**src/rtl/ddr_burst_responder.sv**
```systemverilog
// ddr_burst_responder: serves DDR data-burst reads/writes and two-word jump-address reads against a simple backing memory
module ddr_burst_responder #(
    parameter int DATA_WIDTH     = 16,
    parameter int DDR_ADDR_WIDTH = 28,
    parameter int BURST_LEN      = 16,
    parameter int ADDR_STEP      = 8
) (
    input  logic                      clk,
    input  logic                      rst,
    input  logic                      DATA_read_req,
    input  logic                      DATA_store_req,
    input  logic                      JMP_ADDR_read_req,
    input  logic [DDR_ADDR_WIDTH-1:0] DATA_read_addr,
    input  logic [DDR_ADDR_WIDTH-1:0] DATA_write_addr,
    input  logic [DATA_WIDTH-1:0]     DATA_to_ddr,
    input  logic                      data_to_ddr_rdy,
    output logic [DATA_WIDTH-1:0]     DATA_to_cache,
    output logic [DDR_ADDR_WIDTH-1:0] JMP_ADDR_to_cache,
    output logic                      rd_burst_data_valid,
    output logic [9:0]                rd_cnt_data,
    output logic                      wr_burst_data_req,
    output logic [3:0]                state_interface_module,
    output logic [DDR_ADDR_WIDTH-1:0] mem_addr,
    output logic                      mem_rd_en,
    output logic                      mem_wr_en,
    output logic [DATA_WIDTH-1:0]     mem_wdata,
    input  logic                      mem_rdy,
    input  logic [DATA_WIDTH-1:0]     mem_rdata
);
    localparam int NW = $clog2(BURST_LEN + 1);

    typedef enum logic [3:0] {
        IDLE                 = 4'd0,
        MEM_READ_DATA        = 4'd5,
        MEM_READ_JMP         = 4'd6,
        MEM_WRITE_DATA_STORE = 4'd9,
        DONE                 = 4'd10
    } state_t;

    state_t                    state_q;
    logic [DDR_ADDR_WIDTH-1:0] base_q;
    logic [DDR_ADDR_WIDTH-1:0] addr_d;
    logic [NW-1:0]             n_q;
    logic                      rd_pend_q;
    logic                      valid_q;
    logic [9:0]                cnt_q;
    logic [DATA_WIDTH-1:0]     data_q;
    logic [DATA_WIDTH-1:0]     lo_q;
    logic [DDR_ADDR_WIDTH-1:0] jmp_q;
    logic                      rd_acc;
    logic                      wr_acc;

    assign state_interface_module = state_q;
    assign DATA_to_cache          = data_q;
    assign JMP_ADDR_to_cache      = jmp_q;
    assign rd_burst_data_valid    = valid_q;
    assign rd_cnt_data            = cnt_q;

    // Backing-memory command is a pure function of state and issue count, so a refused command stays put
    always_comb begin
        addr_d            = base_q + DDR_ADDR_WIDTH'(ADDR_STEP) * DDR_ADDR_WIDTH'(n_q);
        mem_rd_en         = (state_q == MEM_READ_DATA && n_q != NW'(BURST_LEN)) ||
                            (state_q == MEM_READ_JMP && n_q != NW'(2));
        wr_burst_data_req = state_q == MEM_WRITE_DATA_STORE;
        mem_wr_en         = wr_burst_data_req && data_to_ddr_rdy;
        mem_addr          = (mem_rd_en || mem_wr_en) ? addr_d : '0;
        mem_wdata         = mem_wr_en ? DATA_to_ddr : '0;
        rd_acc            = mem_rd_en && mem_rdy;
        wr_acc            = mem_wr_en && mem_rdy;
    end

    // Sequencer: request arbitration, beat counting, read-data capture and completion handshake
    always_ff @(posedge clk or negedge rst) begin
        if (!rst) begin
            state_q   <= IDLE;
            base_q    <= '0;
            n_q       <= '0;
            rd_pend_q <= 1'b0;
            valid_q   <= 1'b0;
            cnt_q     <= '0;
            data_q    <= '0;
            lo_q      <= '0;
            jmp_q     <= '0;
        end else begin
            rd_pend_q <= rd_acc;
            valid_q   <= 1'b0;
            case (state_q)
                IDLE: begin
                    n_q   <= '0;
                    cnt_q <= '0;
                    if (DATA_store_req) begin
                        state_q <= MEM_WRITE_DATA_STORE;
                        base_q  <= DATA_write_addr;
                    end else if (DATA_read_req) begin
                        state_q <= MEM_READ_DATA;
                        base_q  <= DATA_read_addr;
                    end else if (JMP_ADDR_read_req) begin
                        state_q <= MEM_READ_JMP;
                        base_q  <= DATA_read_addr;
                    end
                end
                MEM_READ_DATA: begin
                    if (rd_acc) begin
                        n_q     <= n_q + 1'b1;
                        cnt_q   <= cnt_q + 10'd1;
                        valid_q <= 1'b1;
                    end
                    if (rd_pend_q) data_q <= mem_rdata;
                    if (rd_pend_q && n_q == NW'(BURST_LEN)) begin
                        cnt_q   <= cnt_q + 10'd1;
                        state_q <= DONE;
                    end
                end
                MEM_READ_JMP: begin
                    if (rd_acc) n_q <= n_q + 1'b1;
                    if (rd_pend_q && n_q == NW'(1)) lo_q <= mem_rdata;
                    if (rd_pend_q && n_q == NW'(2)) begin
                        jmp_q   <= {mem_rdata[DDR_ADDR_WIDTH-DATA_WIDTH-1:0], lo_q};
                        valid_q <= 1'b1;
                    end
                    if (valid_q) begin
                        cnt_q   <= 10'd1;
                        state_q <= DONE;
                    end
                end
                MEM_WRITE_DATA_STORE: begin
                    if (wr_acc) begin
                        n_q <= n_q + 1'b1;
                        if (n_q == NW'(BURST_LEN - 1)) state_q <= DONE;
                    end
                end
                DONE: begin
                    if (!DATA_read_req && !DATA_store_req && !JMP_ADDR_read_req) state_q <= IDLE;
                end
                default: state_q <= IDLE;
            endcase
        end
    end
endmodule

```
**config.mk**
```make
export PLATFORM = sky130hd
export DESIGN_NAME = ddr_burst_responder
export DESIGN_NICKNAME = d
export VERILOG_FILES = /design/src/rtl/ddr_burst_responder.sv
export SDC_FILE = /design/constraint.sdc
export NUM_CORES = 1
export LEC_CHECK = 0
export ABC_CLOCK_PERIOD_IN_PS = 5200
export CORE_UTILIZATION = 45
export DETAILED_ROUTE_END_ITERATION = 6
export MAX_ROUTING_LAYER = met4
export PLACE_DENSITY_LB_ADDON = 0.2
export SLEW_MARGIN = 10
export SYNTH_ARGS = -nofsm -noshare
export SYNTH_HDL_FRONTEND = slang
export SYNTH_SLANG_ARGS = --single-unit
```
**constraint.sdc**
```tcl
create_clock -name clk -period 5.2 [get_ports clk]
set_input_delay 1.04 -clock clk [delete_from_list [all_inputs] [get_ports clk]]
set_output_delay 1.04 -clock clk [all_outputs]
set_load 0.01 [all_outputs]
```
==> results list <==
* Run status: completed
- In this run the most critical hold path is launched from lo_q[3].
- After synthesis, the mean cell area works out to 10.8 um2.
- Commonest non-fill, non-tap cells in the layout: clkdlybuf4s50_1 (198), dfrtp_1 (109), nor2_1 (57)
* Tcrit/Tclk final: 0.846
* Total Power Consumption: 3130 uW
- Setup total negative slack on the finished layout was measured at 0 ns.
- In this run the critical register-to-register path is captured at base_q[15].
- Delay of the slowest cell on the worst path: 0.60 ns
- TritonCTS created 9 clock buffers.
- Critical path cell sequence: ha_1, inv_1, fa_1, and2b_1, o211ai_2, a2111oi_0, xnor2_1, nor2_1, clkdlybuf4s50_1
- Worst-Skew Late Latency: 0.35 ns
- Buffers inserted to repair hold after CTS numbered 0.
- Sequential share of power: 0.385
* Total count of hold-check failures in the final report: 0
- Number of gates resized after cts: 0
- After the last flow step, the layout net total stands at 830.
* Worst Tran Pin Value: 1.12 ns
* Worst clock skew: 0.00735 ns
* Number of warnings printed during yosys synthesis: 0
- Deepest level of the CTS H-tree: 3
* DRT antenna net count: 0
- VDD IR-drop max: 0.221 mV
- Number of enable flip-flop cells after synthesis: 0
- Placeable core region: 0.0123 mm2
* Setup repair after global routing missed its margin: no
- In this run the power spent charging and discharging nets is 1090 uW.
- Initial Util: 0.469
- Post-CTS timing repair inserted 0 buffers for setup.
* Ports placed on the boundary: 201
* CP Max Fanout: 10
* Required time of the critical path: 4.16 ns
* Pin count of the biggest net entering global routing: 72
- Measured along the y axis, the die boundary spans 115 um.
* Commonest register cell after synthesis: dfrtp_1
* Critical path type: flop to output port
- The clock passes through at most 2 buffers.
- Synthesized cell area: 0.00575 mm2
* Synthesized netlist net count: 641
- For hold timing, the worst endpoint is JMP_ADDR_to_cache[3].
* Number of remaining DRC errors: 0
* Sequential area share after synthesis: 0.474
- The number of antenna violations at the first check in global routing was 0.
- Of the total power, the share spent switching nets is 0.350.
- Of all flip-flops after synthesis, the portion carrying an async set or reset was 1.00.
- Worst hold margin: 0.489 ns
- Clock-pin slew was measured on the worst setup and hold paths at 0.07 ns.
- Standard-cell rows: 40
- The number of cells on the worst reg-to-reg path is 3.
- Clock tree synthesis found a total of 109 sinks.
- The cell count after synthesis came out at 534.
- The worst setup path is launched from a flop.
- Grouping stages by cell kind, the critical path spends the most delay in compound AO/OA/AOI/OAI gates.
* Remaining max-slew budget at the tightest pin: 0.253
* Average vias per placed instance: 5.29
* Area delta synth->final: 42.1%
- TritonCTS clock tree: done
- Class of the worst hold path: flop to flop
* Clock root cell: clkbuf_16
- The library cell used most frequently in the layout, excluding fill and tap cells, is clkdlybuf4s50_1.
* CP bufs+invs: 2
* Number of DRC violations after detailed-routing iteration 0: 179
- The final number of max-transition violations is 0.
- Of the total power, the clock network draws 0.235.
- For this run, the total global-route usage over all layers was measured as 0.237.
- Slowest cell on the critical path: a2111oi_0
- The worst path needs 4.40 ns of the cycle, external delays included.
- Global routing finished with a remaining overflow of 0.
- Final wirelength: 14800 um
- Leakage: 0.00344 uW
- The worst register-to-register path begins at state_interface_module[2].
- At the end of routability-driven placement, the weighted congestion stood at 0.851.
- For the worst setup path, the data arrival time is 3.36 ns.
- Register bit count reported by yosys: 109
* Vias in the first global route: 4677
- Of the total power, combinational logic draws 0.380.
- Setup violations remaining at the end of the flow were counted as 0.
- The first global-routing pass estimated 23200 um of wire.
* Count of different cell masters after synthesis: 65
- Chip Width: 115 um
- Along the worst hold path, the cell count comes to 1.
- Share of layout cells above drive strength 1: 0.109
* Quantity of I/O buffers inserted on ports: 200
- Max-cap violations in this run came to 0.
- The routed layout has 4738 vias.
- Mean routed wirelength per cell: 16.5 um
- Die area: 0.0132 mm2
- Detailed placement finished with a half-perimeter wire length of 10900 um.
- The internal power of the cells totals 2030 uW.
- The repair_antennas step left the layout with diodes totalling 0.
- For this run, the top clock speed supported by timing is 0.227 GHz.
- In this run the register-to-register setup slack is 2.83 ns.
* Length of the first detailed-routing pass in iterations: 7
- Sort of element at the end of the critical path: output port
- Power density normalized to cell area: 383 mW/mm2
## cells by family (layout without fill, tap and decap cells)
kind of cell             after synthesis  in the layout  synth area share
flip-flops                           109            109             0.474
adder cells (fa/ha/maj)               12             12            0.0274
XOR/XNOR                              21             21            0.0320
AO/OA/AOI/OAI                         93             93             0.106
buffers and inverters                 40            234            0.0339
AND/OR/NAND/NOR                      168            168             0.155
multiplexers                          91             91             0.172
## Yosys cell counts (4+ instances only)
cell / number / area, um2
buf_2: 15 / 75.1
xnor2_1: 18 / 158
and3_1: 22 / 138
nand2_1: 29 / 109
a31oi_1: 7 / 43.8
mux2_1: 24 / 270
mux2i_1: 30 / 300
nor4_1: 4 / 25.0
nor2b_1: 6 / 37.5
clkbuf_1: 8 / 30.0
mux2_2: 37 / 417
o21ai_0: 8 / 40.0
nor2_1: 57 / 214
nand3_1: 14 / 70.1
nand2b_1: 4 / 25.0
nor3_1: 7 / 35.0
inv_1: 12 / 45.0
a21oi_1: 44 / 220
ha_1: 11 / 138
dfrtp_1: 109 / 2730
## metrics by stage
stage	instance area (um2)	worst slack (ns)	std cells	utilization
floorplan	5750	1.99	534	-
finish	8170	0.801	896	0.667
CTS	8170	0.776	896	0.667
global placement	7860	1.08	880	0.641
detailed placement	7860	0.964	880	0.641
global route	8170	0.598	896	0.667
## power groups by stage
stage	combinational [uW]	sequential, uW	clock (uW)
after floorplan	766	1170	0
after global placement	1160	1200	0
after detailed placement	1190	1220	0
after CTS	1200	1200	755
after global routing	1310	1230	786
final	1190	1200	736
## registers in the layout, summed over array words and instances (netlist names)
register and cells:
rd_burst_data_valid 1, n_q 5, rd_cnt_data 10, base_q 28
JMP_ADDR_to_cache 28, state_interface_module 4, rd_pend_q 1, lo_q 16
DATA_to_cache 16
## how the worst max path moves through the flow
stage	startpoint	end	slack [ns]	cells past startpoint
after floorplan	n_q[0]	mem_addr[25]	1.99	8
after global placement	data_to_ddr_rdy	mem_addr[5]	1.08	6
after detailed placement	data_to_ddr_rdy	mem_addr[5]	0.96	6
after CTS	n_q[0]	mem_addr[25]	0.78	9
after global routing	n_q[0]	mem_addr[25]	0.60	9
final	n_q[0]	mem_addr[25]	0.80	9
## layer usage
metal	up-vias	GRT usage	wire (um)
li1	2292	-	-
met1	2250	0.282	6160
met2	182	0.396	7330
met3	14	0.0564	1140
met4	0	0.0762	201
met5	-	-	0
## area by class of cell
type	count	area, um2
fillers	999	4090
repair buffers	206	2040
well taps	168	210
multi-input cells	385	2840
clock buffers	11	233
inverters	12	45.0
flip-flops and latches	109	2730
clock inverters	5	82.6
Power figures use the tool's default switching activity.
